### src/rtl/riscv_hwloop_pkg.sv
// Shared types and constants for the hardware-loop jump controller.
package riscv_hwloop_pkg;

  localparam int N_REGS = 2;
  localparam logic [31:0] CNT_LAST = 32'd1;

  typedef enum logic {
    IDLE,
    PEND
  } hwlp_state_e;

endpackage

### src/rtl/riscv_hwloop_match.sv
// Per-loop end-address and counter comparison.
module riscv_hwloop_match
  import riscv_hwloop_pkg::*;
(
  input  logic [31:0] pc_i,
  input  logic        pc_valid_i,
  input  logic [31:0] end_addr_i,
  input  logic [31:0] counter_i,
  output logic        match_o,
  output logic        cont_o,
  output logic        exit_o
);

  logic armed;

  assign armed   = (counter_i != 32'd0);
  assign match_o = pc_valid_i & armed & (pc_i == end_addr_i);
  assign cont_o  = match_o & (counter_i > CNT_LAST);
  assign exit_o  = match_o & (counter_i == CNT_LAST);

endmodule

### src/rtl/riscv_hwloop_jump_ctrl.sv
// Hardware-loop jump controller: end-of-loop detection, jump handshake.
// HWLP_NESTED_EN enables evaluation of loop 1 (outer loop).
module riscv_hwloop_jump_ctrl #(
  parameter int N_REGS = riscv_hwloop_pkg::N_REGS
) (
  input  logic              clk,
  input  logic              rst,
  input  logic [31:0]       pc_i,
  input  logic              pc_valid_i,
  input  logic [31:0]       hwlp_start_addr_0_i,
  input  logic [31:0]       hwlp_end_addr_0_i,
  input  logic [31:0]       hwlp_counter_0_i,
  input  logic [31:0]       hwlp_start_addr_1_i,
  input  logic [31:0]       hwlp_end_addr_1_i,
  input  logic [31:0]       hwlp_counter_1_i,
  input  logic              flush_i,
  input  logic              jump_ack_i,
  output logic              hwlp_jump_o,
  output logic [31:0]       hwlp_target_o,
  output logic [N_REGS-1:0] hwlp_dec_cnt_o,
  output logic              hwlp_stall_o
);

  import riscv_hwloop_pkg::*;

`ifdef HWLP_NESTED_EN
  localparam logic NESTED = 1'b1;
`else
  localparam logic NESTED = 1'b0;
`endif

  hwlp_state_e       state_q, state_d;
  logic [31:0]       target_q, target_d;
  logic [N_REGS-1:0] dec_q, dec_d;

  logic m0, c0, e0;
  logic m1_raw, c1_raw, e1_raw;
  logic m1, c1, e1;

  riscv_hwloop_match u_match0 (
    .pc_i       (pc_i),
    .pc_valid_i (pc_valid_i),
    .end_addr_i (hwlp_end_addr_0_i),
    .counter_i  (hwlp_counter_0_i),
    .match_o    (m0),
    .cont_o     (c0),
    .exit_o     (e0)
  );

  riscv_hwloop_match u_match1 (
    .pc_i       (pc_i),
    .pc_valid_i (pc_valid_i),
    .end_addr_i (hwlp_end_addr_1_i),
    .counter_i  (hwlp_counter_1_i),
    .match_o    (m1_raw),
    .cont_o     (c1_raw),
    .exit_o     (e1_raw)
  );

  // Loop 1 is masked off entirely when nesting is not built in.
  assign m1 = NESTED & m1_raw;
  assign c1 = NESTED & c1_raw;
  assign e1 = NESTED & e1_raw;

  always_comb begin
    state_d  = state_q;
    target_d = target_q;
    dec_d    = '0;
    unique case (state_q)
      IDLE: begin
        if (c0) begin
          target_d = hwlp_start_addr_0_i;
          dec_d[0] = 1'b1;
          state_d  = PEND;
        end else if (e0 & c1) begin
          target_d = hwlp_start_addr_1_i;
          dec_d[0] = 1'b1;
          dec_d[1] = 1'b1;
          state_d  = PEND;
        end else if (e0) begin
          dec_d[0] = 1'b1;
        end else if (c1 & ~m0) begin
          target_d = hwlp_start_addr_1_i;
          dec_d[1] = 1'b1;
          state_d  = PEND;
        end else if (e1 & ~m0) begin
          dec_d[1] = 1'b1;
        end
      end
      PEND: begin
        if (flush_i | jump_ack_i) begin
          state_d = IDLE;
        end
      end
      default: state_d = IDLE;
    endcase
  end

  always_ff @(posedge clk or posedge rst) begin
    if (rst) begin
      state_q  <= IDLE;
      target_q <= '0;
      dec_q    <= '0;
    end else begin
      state_q  <= state_d;
      target_q <= target_d;
      dec_q    <= dec_d;
    end
  end

  assign hwlp_jump_o    = (state_q == PEND);
  assign hwlp_stall_o   = (state_q == PEND);
  assign hwlp_target_o  = target_q;
  assign hwlp_dec_cnt_o = dec_q;

endmodule

### config.mk
export PLATFORM = sky130hd
export DESIGN_NAME = riscv_hwloop_jump_ctrl
export DESIGN_NICKNAME = d
export VERILOG_FILES = /design/src/rtl/riscv_hwloop_pkg.sv /design/src/rtl/riscv_hwloop_match.sv /design/src/rtl/riscv_hwloop_jump_ctrl.sv
export SDC_FILE = /design/constraint.sdc
export NUM_CORES = 1
export LEC_CHECK = 0
export CAP_MARGIN = 40
export CORE_AREA = 2 2 103 105
export CTS_CLUSTER_SIZE = 28
export DETAILED_ROUTE_END_ITERATION = 16
export DIE_AREA = 0 0 105 107
export PLACE_DENSITY = 0.66
export SYNTH_ARGS = -nofsm -noshare
export SYNTH_HDL_FRONTEND = slang
export SYNTH_SLANG_ARGS = --single-unit
### constraint.sdc
create_clock -name clk -period 2.31 [get_ports clk]
set_input_delay 0.231 -clock clk [delete_from_list [all_inputs] [get_ports clk]]
set_output_delay 0.231 -clock clk [all_outputs]
set_load 0.02 [all_outputs]
==> impl_metrics.csv, run 1 <==
group,metric,value,unit
grt,grt_first_pass_wirelength,9.363,mm
synthesis,avgSynthCellArea,13.88,um^2
floorplanning,core,10090,um^2
floorplanning,ios,265,
grt,grt_max_degree,35,
floorplanning,die_w,105,um
job,maxCapViolations,0,
synthesis,synth_top_family_by_area,"multiplexers",
critical_path,crit_fanout,18,
pwr,clockPowerShare,42.1,%
pwr,ir_worst_vdd,0.0002208,V
critical_path,cp-end-kind,"flip-flop",
sta,skew,0.003077,ns
sta,setup_viol,0,
worst_hold_path,hold_class,"in2async",
synthesis,ys_warn_count,0,
pwr,power_switching,305.9,uW
layout,final_common_cell,"clkdlybuf4s50_1",
floorplanning,die_y,107,um
drt,vias,1705,
critical_path,critPathLaunchType,"input port",
critical_path,reg2regPathDepth,6,
cts,clock_sinks,34,
critical_path,cpPeakStageDelay,0.42,ns
critical_path,critPathRequiredTime,2.48,ns
pwr,switching_share,19.48,%
critical_path,path_cells,"clkdlybuf4s50_1 > xnor2_1 > nand4_1 > nor4_2 > buf_4 > o2111a_2 > buf_12 > mux2_2",
critical_path,worst_path_max_delay_cell,"clkdlybuf4s50_1",
grt,grt_pass1_vias,1886,
cts,clock_latency,0.28,ns
layout,diodes,0,
layout,areaGrowthSynthToFinish,104.0,%
grt,use_met2,18.60,%
synthesis,syn-cell-area,1874,um^2
synthesis,synth_seq_area_share,45.39,%
place,port_buffers,167,
synthesis,ys_seq_elements,34,
sta,tns,0,ns
floorplanning,start_util,18.57,%
sta,slew_violations,0,
drt,wl,5.939,mm
layout,drive_gt1_share,14.94,%
place,placed_cell_area,3686,um^2
drt,routedWlPerCell,13.38,um
cts,clk_path_buf_depth,2,
place,place_inst,436,
synthesis,ys_types,18,
drt,drtAntennaViolNets,0,
cts,cts_hold_buf,0,
sta,timing_hold_violations_final,0,
drt,drc_errors,0,
grt,grtUsageTotal,10.47,%
critical_path,worstSetupPathType,"in2reg",
drt,dr.pass1.iters,2,
synthesis,synth_xor_area_share,14.95,%
synthesis,synthCells,135,
sta,grt_setup_unrepaired,"no",
floorplanning,dieArea,11240,um^2
grt,overflow,0,
outcome,status,"finished, final reports clean",
cts,post_cts_buffers,0,
grt,grt-busiest-layer,"met2",
synthesis,synth_fa_ha_area_share,0,%
pwr,intPower,1.265,mW
cts,cts_tree,"done",
pwr,pwr-share-seq,37.9,%
critical_path,cp.arrival,2.26,ns
grt,antenna_found_initial,0,
pwr,leakagePower,1.508,nW
cts,cts_resized,0,
synthesis,syn_nets,364,
sta,period_minus_slack,2.089,ns
synthesis,muxShareOfSynthArea,25.03,%
cts,cts_inserted_buffers,5,
layout,stdcell_count,444,
layout,final_nets,536,
drt,first_iter_violations,36,
place,place_hpwl,5.054,mm
layout,nFillCells,1015,
sta,max_freq,478.8,MHz
sta,layout_worst_path_cycle_share,90.41,%
pwr,pwr_density_cell,410.7,nW/um^2
cts,clk_pin_slew,0.08,ns
floorplanning,row_count,37,
cts,cts_max_level,2,
place,place.gp.congestion,0.7491,
pwr,p_comb_share,20.0,%
cts,root_buffer,"clkbuf_8",
layout,layout_common_cells,"clkdlybuf4s50_1 (167), dfrtp_1 (34), xnor2_1 (32)",
synthesis,synth_compound_area_share,1.001,%
grt,grtUsageMet1,12.53,%
synthesis,yosys.area_share.simple,8.611,%
layout,fin_area,3824,um^2
grt,met3_usage,2.918,%
drt,via_per_inst,3.840,
power by group through the flow:
stage	Clock [mW]	Combinational, mW	Sequential [mW]
2_1_floorplan	0	0.0712	0.606
3_3_place_gp	0	0.315	0.606
3_5_place_dp	0	0.318	0.606
4_1_cts	0.689	0.319	0.595
5_1_grt	0.713	0.336	0.595
6_report	0.661	0.315	0.595
cell families after synthesis:
| kind of cell | after synthesis |
|---|---|
| compound gates | 2 |
| xor+xnor | 32 |
| buf+inv | 7 |
| flops | 34 |
| mux | 32 |
| other cells | 1 |
| simple gates | 27 |
cell type report:
cell class / count / area (um^2) / area share, %
inverters: 1 / 3.754 / 0.09817
clock inverters: 3 / 68.82 / 1.800
repair buffers: 171 / 1727 / 45.16
multi-input cells: 94 / 934.6 / 24.44
well taps: 136 / 170.2 / 4.450
clock buffers: 5 / 68.82 / 1.800
flip-flops and latches: 34 / 850.8 / 22.25
cells in the mapped netlist:
cell / number / area, um^2
dfrtp_1: 34 / 850.8
buf_12: 3 / 60.06
nand3_1: 2 / 10.01
o2111a_1: 1 / 11.26
a21o_1: 1 / 7.510
nor2_1: 3 / 11.26
nand3b_1: 1 / 7.510
buf_4: 2 / 15.01
conb_1: 1 / 3.750
inv_1: 1 / 3.750
buf_6: 1 / 11.26
nor4_2: 1 / 12.51
nor3_1: 4 / 20.02
mux2_4: 29 / 435.4
mux2_2: 3 / 33.78
nand4_1: 9 / 56.30
nor4_1: 7 / 43.79
xnor2_1: 32 / 280.3
per-stage QoR:
step	hold slack (ns)	power, mW	setup WS [ns]	utilization (%)
2_1_floorplan	0.3726	0.6776	0.5888	-
3_3_place_gp	0.4910	0.9219	-0.1326	36.52
3_5_place_dp	0.4925	0.9244	-0.1515	36.52
4_1_cts	0.3535	1.603	0.1627	37.89
5_1_grt	0.3916	1.644	0.08727	37.89
6_report	0.3419	1.570	0.2214	37.89
state kept, by name, summed over array words and instances (netlist names):
register,cells
hwlp_dec_cnt_o,1
hwlp_target_o,32
hwlp_jump_o,1
layer usage:
| metal | share of wire, % | up-vias |
|---|---|---|
| met4 | 0.93 | 0 |
| met2 | 49 | 96 |
| li1 | - | 822 |
| met3 | 8.7 | 6 |
| met1 | 41 | 781 |
| met5 | 0 | - |
path summary, 6_finish.rpt:
check	start	to	slack [ns]
min in group clk	hwlp_target_o[19]	hwlp_target_o[19]	0.51
max in group asynchronous	rst	hwlp_target_o[26]	1.66
min	rst	hwlp_target_o[5]	0.34
min reg2reg	hwlp_target_o[19]	hwlp_target_o[19]	0.51
max reg2reg	hwlp_jump_o	hwlp_target_o[20]	0.44
max	hwlp_end_addr_0_i[2]	hwlp_target_o[20]	0.22
critical path, delay by kind of cell:
kind	cells	cell delay, ns
simple gates	2	0.43
mux	1	0.34
buf+inv	3	0.77
xor+xnor	1	0.21
compound gates	1	0.26
(Power assumes the default switching activity.)
==> inputs of run 2 (changes only) <==
- ABC_AREA: unset -> 1
- PLACE_DENSITY: 0.66 -> 0.7
==> impl_metrics.csv, run 2 <==
group,metric,value,unit
synthesis,syn_nets,572,
cts,clk_pin_slew,0.07,ns
layout,seq_area,850.8,um^2
critical_path,worst_path_max_delay_cell,"clkdlybuf4s50_1",
sta,layout_setup_ws,0.4696,ns
layout,stdcell_count,646,
critical_path,cp-end-kind,"flip-flop",
layout,multi_input_area,1085,um^2
synthesis,synth_seq_area_share,38.18,%
synthesis,avgSynthCellArea,6.497,um^2
cts,cts_max_level,2,
floorplanning,die_y,107,um
synthesis,synth_area_leaders,"dfrtp_1 (38%), nand2_1 (25%), nand4_1 (9.0%), inv_1 (8.3%), nor2_1 (6.4%)",
cts,post_cts_buffers,0,
synthesis,synth_edf_count,0,
layout,final_nets,739,
sta,setup_viol,0,
pwr,pwr_density_cell,328.5,nW/um^2
synthesis,synthCells,343,
sta,tns,0,ns
pwr,switching_share,23.52,%
cts,cts_tree,"done",
pwr,power_switching,316.7,uW
critical_path,critPathTopFamily,"simple AND/OR/NAND/NOR gates",
critical_path,crit_buf_inv,2,
critical_path,cp.depth,12,
layout,diodes,0,
outcome,status,"finished, final reports clean",
drt,via_per_inst,4.180,
sta,layout_worst_path_cycle_share,79.67,%
sta,timing_hold_violations_final,0,
critical_path,path_cells,"clkdlybuf4s50_1 > inv_1 > nand2_1 > nand2_1 > nor2_1 > nand2_1 > nor2_1 > nand2_2 > nor2_8 > nand3_4 > nand2_1 > nand2_1",
synthesis,ys_warn_count,0,
sta,slew_violations,0,
sta,period_minus_slack,1.840,ns
layout,areaGrowthSynthToFinish,84.00,%
floorplanning,start_util,22.08,%
grt,grt_max_degree,35,
synthesis,synth_top_cell_area_share,38.18,%
place,port_buffers,167,
drt,first_iter_violations,151,
critical_path,cp_common_cell,"nand2_1",
cts,cts_hold_buf,0,
drt,dr.pass1.iters,4,
layout,drive_gt1_share,4.118,%
worst_hold_path,hold_class,"in2async",
pwr,leakagePower,2.077,nW
layout,largest_reg_flops,32,
drt,drc_errors,0,
synthesis,syn-cell-area,2228,um^2
critical_path,cp.arrival,2.00,ns
pwr,ir_worst_vdd,0.0001591,V
job,maxCapViolations,0,
drt,routedWlPerCell,11.96,um
sta,max_freq,543.3,MHz
cts,clock_sinks,34,
synthesis,synth_most_common_cell,"nand2_1",
critical_path,worstSetupPathType,"in2reg",
sta,grt_setup_unrepaired,"no",
floorplanning,ios,265,
layout,fin_area,4100,um^2
critical_path,reg2regPathDepth,4,
floorplanning,dieArea,11240,um^2
synthesis,ys_types,24,
pwr,intPower,1.030,mW
critical_path,critPathRequiredTime,2.47,ns
sta,holdWs,0.3480,ns
pwr,p_comb_share,25.3,%
critical_path,critPathLaunchType,"input port",
grt,antenna_found_initial,0,
cts,cts_resized,0,
pwr,total_power,1.347,mW
drt,wl,7.728,mm
synthesis,ys.flop_type,"dfrtp_1",
cts,cts_inserted_buffers,5,
place,place_inst,639,
floorplanning,row_count,37,
place,place_ws,0.1796,ns
sta,skew,0.004840,ns
grt,overflow,0,
synthesis,yosys-top-cells-count,"nand2_1 (151), inv_1 (49), nor2_1 (38)",
layout,final_common_cell,"clkdlybuf4s50_1",
pwr,pwr-share-seq,44.2,%
layout,utilization,40.63,%
critical_path,crit_fanout,33,
critical_path,cpPeakStageDelay,0.49,ns
place,place.gp.congestion,0.8122,
cts,clock_latency,0.28,ns
pwr,clockPowerShare,30.5,%
layout,nFillCells,1100,
floorplanning,core,10090,um^2
floorplanning,die_w,105,um
synthesis,async_flop_share,100.0,%
cts,clk_path_buf_depth,2,
place,placed_cell_area,4021,um^2
drt,drtAntennaViolNets,0,
drt,vias,2700,
place,place_hpwl,6.366,mm
synthesis,yosysTopAreaCell,"dfrtp_1",
synthesis,ys_seq_elements,34,
grt,grt_pass1_vias,2525,
cts,root_buffer,"clkbuf_8",
grt,grt_first_pass_wirelength,12.24,mm
layout,layout_common_cells,"clkdlybuf4s50_1 (167), nand2_1 (151), inv_1 (49)",
grt,grtUsageTotal,13.58,%
## run 2: cell types whose count changed in the layout (fill, tap and decap cells not counted), moves of 7 or more
cell	delta
nor2_1	+35
nor4_1	-7
mux2_4	-29
inv_1	+48
nand2_1	+151
xnor2_1	-31
nand4_1	+23
## run 2: per-layer routing
metal / wire (um) / vias up / track usage, %
met5: 0 / - / 0
met1: 3235 / 1177 / 16.77
li1: - / 1375 / -
met2: 3457 / 144 / 21.94
met4: 41 / 0 / 2.667
met3: 993 / 4 / 6.140
## run 2: cell families (layout without fill, tap and decap cells)
logic type	after synthesis	after routing	share of synthesized area, %
other	1	1	0.1683
AOI/OAI and AO/OA	5	5	1.235
buffers and inverters	65	232	13.14
xor gates and xnor gates	5	5	1.965
and+or+nand+nor	233	233	45.31
DFF	34	34	38.18
## run 2: cell type report
| class | count | share of cell area [%] |
|---|---|---|
| flip-flops and latches | 34 | 20.75 |
| inverters | 51 | 4.669 |
| multi-input cells | 244 | 26.46 |
| clock buffers | 5 | 1.678 |
| clock inverters | 2 | 0.2441 |
| repair buffers | 174 | 42.05 |
| well taps | 136 | 4.150 |
## run 2: tightest hold or removal path, delay by kind of cell
family	cells	cell delay, ns
buf+inv	3	0.82
## run 2: power groups by stage
| stage | Combinational (mW) | Sequential, mW | Clock, mW |
|---|---|---|---|
| finish | 0.341 | 0.595 | 0.410 |
| global route | 0.374 | 0.595 | 0.455 |
| global placement | 0.338 | 0.606 | 0 |
| detailed placement | 0.342 | 0.606 | 0 |
| floorplan | 0.0877 | 0.606 | 0 |
| CTS | 0.344 | 0.595 | 0.431 |
## run 2: path summary, 6_finish.rpt
| check | start | endpoint | slack [ns] |
|---|---|---|---|
| worst max-delay path | hwlp_end_addr_0_i[17] | hwlp_target_o[10] | 0.47 |
| worst min-delay path | rst | hwlp_target_o[22] | 0.35 |
| worst max register to register | hwlp_jump_o | hwlp_target_o[10] | 0.91 |
| worst min register to register | hwlp_target_o[14] | hwlp_target_o[14] | 0.47 |
| max in group asynchronous | rst | hwlp_target_o[12] | 1.65 |
| min in group clk | hwlp_target_o[14] | hwlp_target_o[14] | 0.47 |
